**src/rtl/ts4231_pkg.sv**
```systemverilog
// Shared types and constants for the TS4231 envelope pulse capture path.
// Holds the FSM encoding, default pulse limits and record field widths.
package ts4231_pkg;

  typedef enum logic [2:0] {
    ST_DISABLED = 3'd0,
    ST_ARM      = 3'd1,
    ST_IDLE     = 3'd2,
    ST_ACTIVE   = 3'd3,
    ST_HOLD     = 3'd4
  } state_e;

  localparam int DEF_TS_WIDTH   = 32;
  localparam int DEF_PW_WIDTH   = 16;
  localparam int DEF_MIN_WIDTH  = 10;
  localparam int DEF_MAX_WIDTH  = 60000;
  localparam int CNT_WIDTH      = 8;

  // Event counters stick at all-ones instead of wrapping.
  function automatic logic [CNT_WIDTH-1:0] sat_inc(input logic [CNT_WIDTH-1:0] v);
    return (v == {CNT_WIDTH{1'b1}}) ? v : v + CNT_WIDTH'(1);
  endfunction

endpackage

```
**src/rtl/ts4231_sync.sv**
```systemverilog
// Two-flop synchroniser for the asynchronous E pad, followed by polarity
// normalisation so that env=1 always means light. Resets to "no light".
module ts4231_sync #(
  parameter bit ENV_ACTIVE_LOW = 1'b0
) (
  input  logic clk,
  input  logic rst_n,
  input  logic e_in,
  output logic env
);

  logic meta_q, meta_d;
  logic sync_q, sync_d;

  always_comb begin
    meta_d = e_in;
    sync_d = meta_q;
  end

  // Reset the raw-domain flops to the pad level that means "dark".
  always_ff @(posedge clk) begin
    if (!rst_n) begin
      meta_q <= ENV_ACTIVE_LOW;
      sync_q <= ENV_ACTIVE_LOW;
    end else begin
      meta_q <= meta_d;
      sync_q <= sync_d;
    end
  end

  assign env = sync_q ^ ENV_ACTIVE_LOW;

endmodule

```
**src/rtl/ts4231_pulse_capture.sv**
```systemverilog
// Measures light pulses on the TS4231 envelope line: rising-edge timestamp and
// width, delivered one record per pulse through a single-entry valid/ready buffer.
module ts4231_pulse_capture
  import ts4231_pkg::*;
#(
  parameter int TS_WIDTH       = DEF_TS_WIDTH,
  parameter int PW_WIDTH       = DEF_PW_WIDTH,
  parameter int MIN_WIDTH      = DEF_MIN_WIDTH,
  parameter int MAX_WIDTH      = DEF_MAX_WIDTH,
  parameter bit ENV_ACTIVE_LOW = 1'b0
) (
  input  logic                 clk_96MHz,
  input  logic                 rst_n,
  input  logic                 configured,
  input  logic                 e_in,
  output logic                 pulse_valid,
  input  logic                 pulse_ready,
  output logic [TS_WIDTH-1:0]  pulse_timestamp,
  output logic [PW_WIDTH-1:0]  pulse_width,
  output logic                 pulse_timeout,
  output logic [CNT_WIDTH-1:0] dropped_count,
  output logic [CNT_WIDTH-1:0] glitch_count
);

  // Handshake: a record transfers on any clock edge where pulse_valid and
  // pulse_ready are both high; while pulse_valid is high the record fields
  // hold steady, and pulse_valid never drops without a transfer.

  localparam logic [PW_WIDTH-1:0] MIN_W     = PW_WIDTH'(MIN_WIDTH);
  localparam logic [PW_WIDTH-1:0] MAX_W     = PW_WIDTH'(MAX_WIDTH);
  localparam logic [PW_WIDTH-1:0] MAX_W_M1  = PW_WIDTH'(MAX_WIDTH - 1);

  logic env;

  ts4231_sync #(
    .ENV_ACTIVE_LOW(ENV_ACTIVE_LOW)
  ) u_sync (
    .clk   (clk_96MHz),
    .rst_n (rst_n),
    .e_in  (e_in),
    .env   (env)
  );

  state_e                state_q, state_d;
  logic [TS_WIDTH-1:0]   ts_q, ts_d;
  logic [TS_WIDTH-1:0]   start_ts_q, start_ts_d;
  logic [PW_WIDTH-1:0]   width_q, width_d;
  logic [CNT_WIDTH-1:0]  glitch_q, glitch_d;
  logic [CNT_WIDTH-1:0]  dropped_q, dropped_d;
  logic                  valid_q, valid_d;
  logic [TS_WIDTH-1:0]   rec_ts_q, rec_ts_d;
  logic [PW_WIDTH-1:0]   rec_width_q, rec_width_d;
  logic                  rec_timeout_q, rec_timeout_d;

  logic                  emit;
  logic [PW_WIDTH-1:0]   emit_width;
  logic                  emit_timeout;

  // Free-running timebase, independent of the configured flag.
  always_comb begin
    ts_d = ts_q + TS_WIDTH'(1);
  end

  // Pulse measurement FSM.
  always_comb begin
    state_d      = state_q;
    start_ts_d   = start_ts_q;
    width_d      = width_q;
    glitch_d     = glitch_q;
    emit         = 1'b0;
    emit_width   = width_q;
    emit_timeout = 1'b0;

    if (!configured) begin
      // Any partially measured pulse is silently abandoned.
      state_d = ST_DISABLED;
    end else begin
      unique case (state_q)
        ST_DISABLED: begin
          state_d = env ? ST_ARM : ST_IDLE;
        end
        ST_ARM: begin
          if (!env) state_d = ST_IDLE;
        end
        ST_IDLE: begin
          // IDLE is only reached with env low, so env high here is a rising edge.
          if (env) begin
            start_ts_d = ts_q;
            width_d    = PW_WIDTH'(1);
            state_d    = ST_ACTIVE;
          end
        end
        ST_ACTIVE: begin
          if (env) begin
            width_d = width_q + PW_WIDTH'(1);
            if (width_q == MAX_W_M1) begin
              emit         = 1'b1;
              emit_width   = MAX_W;
              emit_timeout = 1'b1;
              state_d      = ST_HOLD;
            end
          end else begin
            state_d = ST_IDLE;
            if (width_q < MIN_W) begin
              glitch_d = sat_inc(glitch_q);
            end else begin
              emit = 1'b1;
            end
          end
        end
        ST_HOLD: begin
          if (!env) state_d = ST_IDLE;
        end
        default: begin
          state_d = ST_DISABLED;
        end
      endcase
    end
  end

  // Single-entry output buffer; a new record may replace one being accepted.
  always_comb begin
    valid_d       = valid_q;
    rec_ts_d      = rec_ts_q;
    rec_width_d   = rec_width_q;
    rec_timeout_d = rec_timeout_q;
    dropped_d     = dropped_q;

    if (emit) begin
      if (!valid_q || pulse_ready) begin
        valid_d       = 1'b1;
        rec_ts_d      = start_ts_q;
        rec_width_d   = emit_width;
        rec_timeout_d = emit_timeout;
      end else begin
        dropped_d = sat_inc(dropped_q);
      end
    end else if (valid_q && pulse_ready) begin
      valid_d = 1'b0;
    end
  end

  always_ff @(posedge clk_96MHz) begin
    if (!rst_n) begin
      state_q       <= ST_DISABLED;
      ts_q          <= '0;
      start_ts_q    <= '0;
      width_q       <= '0;
      glitch_q      <= '0;
      dropped_q     <= '0;
      valid_q       <= 1'b0;
      rec_ts_q      <= '0;
      rec_width_q   <= '0;
      rec_timeout_q <= 1'b0;
    end else begin
      state_q       <= state_d;
      ts_q          <= ts_d;
      start_ts_q    <= start_ts_d;
      width_q       <= width_d;
      glitch_q      <= glitch_d;
      dropped_q     <= dropped_d;
      valid_q       <= valid_d;
      rec_ts_q      <= rec_ts_d;
      rec_width_q   <= rec_width_d;
      rec_timeout_q <= rec_timeout_d;
    end
  end

  assign pulse_valid     = valid_q;
  assign pulse_timestamp = rec_ts_q;
  assign pulse_width     = rec_width_q;
  assign pulse_timeout   = rec_timeout_q;
  assign dropped_count   = dropped_q;
  assign glitch_count    = glitch_q;

endmodule

```
**config.mk**
```make
export PLATFORM = sky130hd
export DESIGN_NAME = ts4231_pulse_capture
export DESIGN_NICKNAME = d
export VERILOG_FILES = /design/src/rtl/ts4231_pkg.sv /design/src/rtl/ts4231_sync.sv /design/src/rtl/ts4231_pulse_capture.sv
export SDC_FILE = /design/constraint.sdc
export NUM_CORES = 1
export LEC_CHECK = 0
export CAP_MARGIN = 40
export CELL_PAD_IN_SITES_DETAIL_PLACEMENT = 0
export CELL_PAD_IN_SITES_GLOBAL_PLACEMENT = 2
export CORE_MARGIN = 2
export CORE_UTILIZATION = 31
export DETAILED_ROUTE_END_ITERATION = 7
export PLACE_DENSITY_LB_ADDON = 0.1
export REMOVE_ABC_BUFFERS = 1
export SLEW_MARGIN = 20
export SYNTH_ARGS = -nofsm -noshare
export SYNTH_HDL_FRONTEND = slang
export SYNTH_SLANG_ARGS = --single-unit
```
**constraint.sdc**
```tcl
create_clock -name clk_96MHz -period 2.3 [get_ports clk_96MHz]
set_input_delay 0.46 -clock clk_96MHz [delete_from_list [all_inputs] [get_ports clk_96MHz]]
set_output_delay 0.46 -clock clk_96MHz [all_outputs]
set_load 0.005 [all_outputs]
```
==> impl_metrics.toml <==
[sta]
drv_slew = 0
slew_headroom_pct = 60.42
fin_crit_ns = 2.186
rsz0062_at_grt = "false"
setup_viol_count_final = 0
max_freq_mhz = 457.5
skew_ns = 0.01146
finalCritPeriodShare_pct = 95.03
fin_ws_ns = 0.1143
worst_pin_slew_ns = 0.5928
hold_viol = 0

[logic_synthesis]
synth-edff-count = 0
synthDistinctLibCells = 55
ys_seq_elements = 151
syn_inst = 735
synthFlopType = "dfxtp_1"
synth_area_leader_cell = "dfxtp_1"
synth_area_per_cell_um2 = 8.602
synth-warning-count = 0
yosysSeqAreaShare_pct = 47.81
synth_top_area_share_pct = 47.81
async_reset_ff_share_pct = 0
synth_area_leaders = "dfxtp_1 48%, nand2_1 11%, mux2i_1 9.2%"
syn-cell-area_mm2 = 0.006322

[worst_hold_path]
hp-class = "input pin to flop"

[grt]
grt_pass1_vias = 5156
antenna_found_initial = 0
grt.total_usage_pct = 14.18
overflow = 0
grt_max_degree = 62
grt_pass1_wl_mm = 25.03

[clock_tree]
cts_tree = "yes"
root_buffer = "clkbuf_16"
h-tree-depth = 4
numCtsBuffers = 17
cts.clk_slew.worst_paths_ns = 0.06
postCtsHoldBufs = 0
cts.sinks = 151
clkLatencyLatePin_ns = 0.42
cts_max_path_buffers = 2

[critical_path]
worstPathArrival_ns = 2.52
end_kind = "flop"
critPathLaunchType = "input pin"
crit_fanout = 6
worstSetupPathType = "input pin to flop"
crit_required_ns = 2.63

[placed_design]
gp_congestion = 0.7716
io_buffers = 70
dpl_worst_slack_ns = -0.3588
hpwl_mm = 10.11

[pwr]
p_per_area_mw_per_mm2 = 698.8
peakVddDrop_mv = 0.4899
p_leak_nw = 2.770

[detailed_routing]
vias = 5214
route.detailed.drc = 0
drtIter0Drc = 247
drt_first_pass_iters = 4
wl_per_cell_um = 13.28
via_per_inst = 4.697
routed_wl_mm = 14.75
ant_nets = 0

[final_layout]
area_delta_synth_final_pct = 30.00
multiInputGateArea_mm2 = 0.003089
finish.utilization_pct = 40.88
drive_gt1_share_pct = 10.60
antenna_cells = 0
regArea_mm2 = 0.003023
final_nets = 836
nFillCells = 1999

[floorplanning]
die_w_um = 146.8
core_area_mm2 = 0.02010
start_util_pct = 31.45
dieHeight_um = 146.8
dieArea_mm2 = 0.02155
ioPinCount = 71
num_rows = 52

[status]
status = "finished clean"

[run]
maxCapViolations = 0
==> cell type report <==
class	count	area share, %
clock buffers	20	5.678
inverters	6	0.2740
clock inverters	12	2.116
flip-flops and latches	151	36.78
repair buffers	116	13.46
well taps	270	4.110
multi-input cells	535	37.59
==> layer usage <==
metal	wire length [um]	global-route usage [%]	up-vias
met3	432	3.137	9
li1	-	-	2679
met4	149	4.903	0
met5	0	0	-
met1	6949	17.51	2457
met2	7215	24.46	69
==> flip-flops by register name, summed over array words and instances (netlist names) <==
name and count:
state_q 3, start_ts_q 32, pulse_valid 1, dropped_count 8, ts_q 32, u_sync.env 1, pulse_timeout 1, width_q 16
u_sync.meta_q 1, glitch_count 8, pulse_width 16, pulse_timestamp 32
==> stage by stage <==
stage / cell area, um2 / total power, mW / hold WS [ns] / TNS, ns / instances
floorplan: 6116 / 2.720 / 0.4118 / -67.42 / 692
global placement: 7570 / 2.795 / 0.4267 / -10.06 / 1078
detailed placement: 7570 / 2.798 / 0.4283 / -11.92 / 1078
CTS: 8210 / 5.839 / 0.3996 / 0 / 1110
global route: 8219 / 5.964 / 0.4107 / 0 / 1110
finish: 8219 / 5.744 / 0.4059 / 0 / 1110
==> repair_timing <==
item                                    in CTS  in global routing
gates resized for setup                      0                  2
endpoints found under the setup margin       0                  3
setup buffers                                0                  0
==> where the power goes <==
part	internal, mW	switching [mW]
registers	2.62	0.00886
clock network	1.90	1.11
logic	0.0310	0.0741
==> worst max-delay path: stages <==
cell	delay (ns)
clkdlybuf4s50_1	0.58
nand4b_1	0.14
nor2_2	0.14
or4b_1	0.52
buf_4	0.19
or3_1	0.32
a21oi_1	0.17
==> path summary, 6_finish.rpt <==
| kind | from | to | slack (ns) | cells after the start |
|---|---|---|---|---|
| setup / recovery | configured | glitch_count[2] | 0.11 | 7 |
| hold reg to reg | u_sync.meta_q | u_sync.env | 0.44 | 1 |
| setup reg to reg | width_q[5] | dropped_count[3] | 0.12 | 7 |
| hold / removal | rst_n | ts_q[23] | 0.41 | 3 |
==> cells by family after synthesis <==
group | share of synthesized area (%)
buffers and inverters | 3.621
and+or+nand+nor | 26.48
adders and majority gates | 0.7916
muxes | 9.183
AOI/OAI and AO/OA | 6.986
DFF | 47.81
xor gates and xnor gates | 5.126
==> cells in the mapped netlist, types with 2 or more instances <==
| cell type | n |
|---|---|
| a21boi_1 | 2 |
| o21ai_0 | 6 |
| nor2_1 | 55 |
| ha_1 | 4 |
| nand2_1 | 185 |
| nand2b_1 | 10 |
| mux2i_1 | 58 |
| nand4b_1 | 3 |
| nor4_1 | 6 |
| a21o_1 | 2 |
| buf_4 | 2 |
| dfxtp_1 | 151 |
| xor2_1 | 20 |
| o31ai_1 | 2 |
| o21ai_1 | 4 |
| inv_1 | 5 |
| nor2b_1 | 2 |
| nor3_1 | 7 |
| or4b_1 | 2 |
| o2111ai_1 | 2 |
| a21oi_1 | 46 |
| or3_1 | 8 |
| buf_2 | 2 |
| o21bai_1 | 2 |
| xnor2_1 | 17 |
| and4_1 | 9 |
| nand3_1 | 36 |
| and2_1 | 4 |
| nand4_1 | 15 |
| o211ai_1 | 2 |
| clkbuf_1 | 35 |
| and3_1 | 8 |
==> layout by cell type, fill, tap and decap left out, types with 3 or more instances in the layout <==
cell type        synthesis  layout
or3_1                    8       8
bufinv_16                0       4
nand4_1                 15      15
clkbuf_8                 0       3
o21ai_0                  6       6
nand2_1                185     185
nor2_1                  55      53
and3_1                   8       8
buf_4                    2      42
nor3_1                   7       7
buf_12                   1       5
ha_1                     4       4
mux2i_1                 58      58
a21oi_1                 46      46
xor2_1                  20      20
nand2b_1                10      10
and2_1                   4       4
dfxtp_1                151     151
nand3_1                 36      36
clkinvlp_4               0       4
clkbuf_16                0      17
inv_1                    5       5
xnor2_1                 17      17
nand4b_1                 3       3
o21ai_1                  4       4
nor4_1                   6       5
and4_1                   9       9
clkdlybuf4s50_1          0      69
clkinv_2                 0       3
Note: power is estimated with default switching activity, not from simulation.
==> variant, RTL diff (config.mk and constraints unchanged) <==
Register the output `pulse_timeout` once more, with the module's reset; this adds one clock of latency there. The other outputs are not delayed to match.
--- a/src/rtl/ts4231_pulse_capture.sv
+++ b/src/rtl/ts4231_pulse_capture.sv
@@ -171,3 +171,9 @@
   assign pulse_width     = rec_width_q;
-  assign pulse_timeout   = rec_timeout_q;
+  always_ff @(posedge clk_96MHz) begin
+    if (!rst_n) begin
+      pulse_timeout <= '0;
+    end else begin
+      pulse_timeout <= rec_timeout_q;
+    end
+  end
   assign dropped_count   = dropped_q;
Function: same outputs for any inputs over 10 cycles, from zero or initial values and one cycle with rst_n low; that may be too few to reach the edited logic, so the function may still have changed.
==> variant against the unedited design <==
Sequential share of layout area is 0.34 points higher. Final area is 0.26% lower. Clock power hardly changed. Via count increased by 2.3%. Setup slack got worse by 0.048 ns. Area after synthesis increased by 1.4%. Total power up 0.68%. Wire length rose by 2.1%. Sequential cell count grew 1. Critical path type is now reg -> reg. Critical endpoint is now glitch_count[3]$_SDFFE_PN0P_. Largest cell class unchanged. Highest routed layer unchanged.
==> variant: results (changes against the unedited design) <==
[grt]
antenna_found_initial=0  ; unchanged
grt_first_pass_wirelength_mm=25.29  ; +1.0%
largest_net_degree_at_the_start_of_global_routing=80  ; +29%
grt_pass1_vias=5161  ; +0.097%
groute.layer.met2.usage_pct=23.30  ; -1.2 points
grt_use_met1_pct=18.61  ; +1.1 points
grtUsageTotal_pct=14.26  ; +0.073 points
global_route.usage.met3_pct=2.932  ; -0.20 points

[drt]
routedLengthMet1_mm=7.235  ; +4.1%
postRouteWirelength_mm=15.06  ; +2.1%
drt-pass1-iter-count=7  ; +3
wl_met2_mm=7.072  ; -2.0%
first_iter_violations=223  ; -9.7%
routed-wl-met3_microns=519  ; +20%
topRoutingLayerUsed=met4
via_per_inst=4.818  ; +2.6%

[yosys]
synth_async_sr_flop_share_pct=0  ; unchanged
synth_area_leaders=dfxtp_1 47%, nand2_1 11%, mux2i_1 9.5%, a21oi_1 3.4%, nand3_1 3.2%
yosys.area.top_type_share_pct=47.46  ; -0.35 points
yosys-top-cells-count=193 x nand2_1, 152 x dfxtp_1, 61 x mux2i_1
synth_seq_area_share_pct=47.46  ; -0.35 points
ys_dominant_reg_cell=dfxtp_1
synth-warning-count=0  ; unchanged
netlist-cell-type-count=57  ; +3.6%

[clock_tree]
number_of_buffers_created_by_cts=17  ; unchanged
cts.path.max_buffers=2  ; unchanged
cts_max_level=4  ; unchanged
number_of_post_cts_setup_repair_buffers=0  ; unchanged

[cells_and_area]
final_nets=834  ; -0.24%
fraction_of_layout_instances_using_a_drive_strength_above_1_pct=9.438  ; -1.2 points
fillers=2023  ; +1.2%

[worst_hold_path]
hold_class=reg -> reg
hold_depth=1  ; -2

[power]
reported_combinational_group_power_uw=110  ; +5%
p_sw_share_pct=20.69  ; -0.038 points
power_switching_mw=1.196  ; +0.49%
max-vdd-ir-drop_uv=501.7  ; +2.4%
power.static_leakage_nw=2.701  ; -2.5%

[critical_path]
r2r_cells=5  ; -2
critical_path_peak_fanout=7  ; +1
critPathSlowestCell=or4_1
critPathMaxStageDelay_ns=0.48  ; -0.10 ns
timing.critical_path.arrival_ns=2.59  ; +0.07 ns

[timing]
finClkSkew_ns=0.004997  ; -0.006460 ns
fmax_mhz=447.7  ; -2.2%
worst_slew_pin_slew_ns=0.6108  ; +0.01805 ns

[placement]
preCtsSetupSlack_ns=-0.1715  ; +0.1874 ns
place.detailed.hpwl_mm=9.910  ; -2.0%
portBuffers=70  ; unchanged
gp_congestion=0.7300  ; -5.4%

[outcome]
result_of_the_run=finished clean

variant: per-stage QoR:
step / instance area [sq um] / util, % / instances / hold slack (ns)
2_1_floorplan: 6200 / - / 702 / 0.4118
3_3_place_gp: 7556 / 37.34 / 1075 / 0.4160
3_5_place_dp: 7556 / 37.34 / 1075 / 0.4298
4_1_cts: 8189 / 40.47 / 1106 / 0.4441
5_1_grt: 8198 / 40.51 / 1107 / 0.4693
6_report: 8198 / 40.51 / 1107 / 0.4374
variant: final cells by class:
cell class | count | area share [%]
Sequential cell | 152 | 37.12
Clock inverter | 13 | 2.488
Timing Repair Buffer | 103 | 12.30
Clock buffer | 18 | 5.235
Tap cell | 270 | 4.121
Multi-Input combinational cell | 547 | 38.55
Inverter | 4 | 0.1832
variant: final timing paths:
| kind | start | to | slack (ns) |
|---|---|---|---|
| hold / removal | u_sync.meta_q$_SDFF_PN0_ | u_sync.env$_SDFF_PN0_ | 0.44 |
| setup / recovery | width_q[5]$_SDFFE_PN0P_ | glitch_count[3]$_SDFFE_PN0P_ | 0.07 |
| setup reg to reg | width_q[5]$_SDFFE_PN0P_ | glitch_count[3]$_SDFFE_PN0P_ | 0.07 |
| hold reg to reg | u_sync.meta_q$_SDFF_PN0_ | u_sync.env$_SDFF_PN0_ | 0.44 |
variant: cells by family (layout without fill, tap and decap cells):
kind of cell    after synthesis  count (layout)  synth area share (%)
buf+inv                      46             138                 3.532
xor+xnor                     31              31                 4.235
flops                       152             152                 47.46
mux                          61              61                 9.524
fa+ha+maj                     4               4                0.7807
simple gates                369             370                 26.91
compound gates               81              81                 7.553
variant: what timing repair did:
item	4_1_cts	5_1_grt
setup endpoints to repair	2	2
pin swaps	0	1
gates cloned	0	1
gates resized for setup	1	0
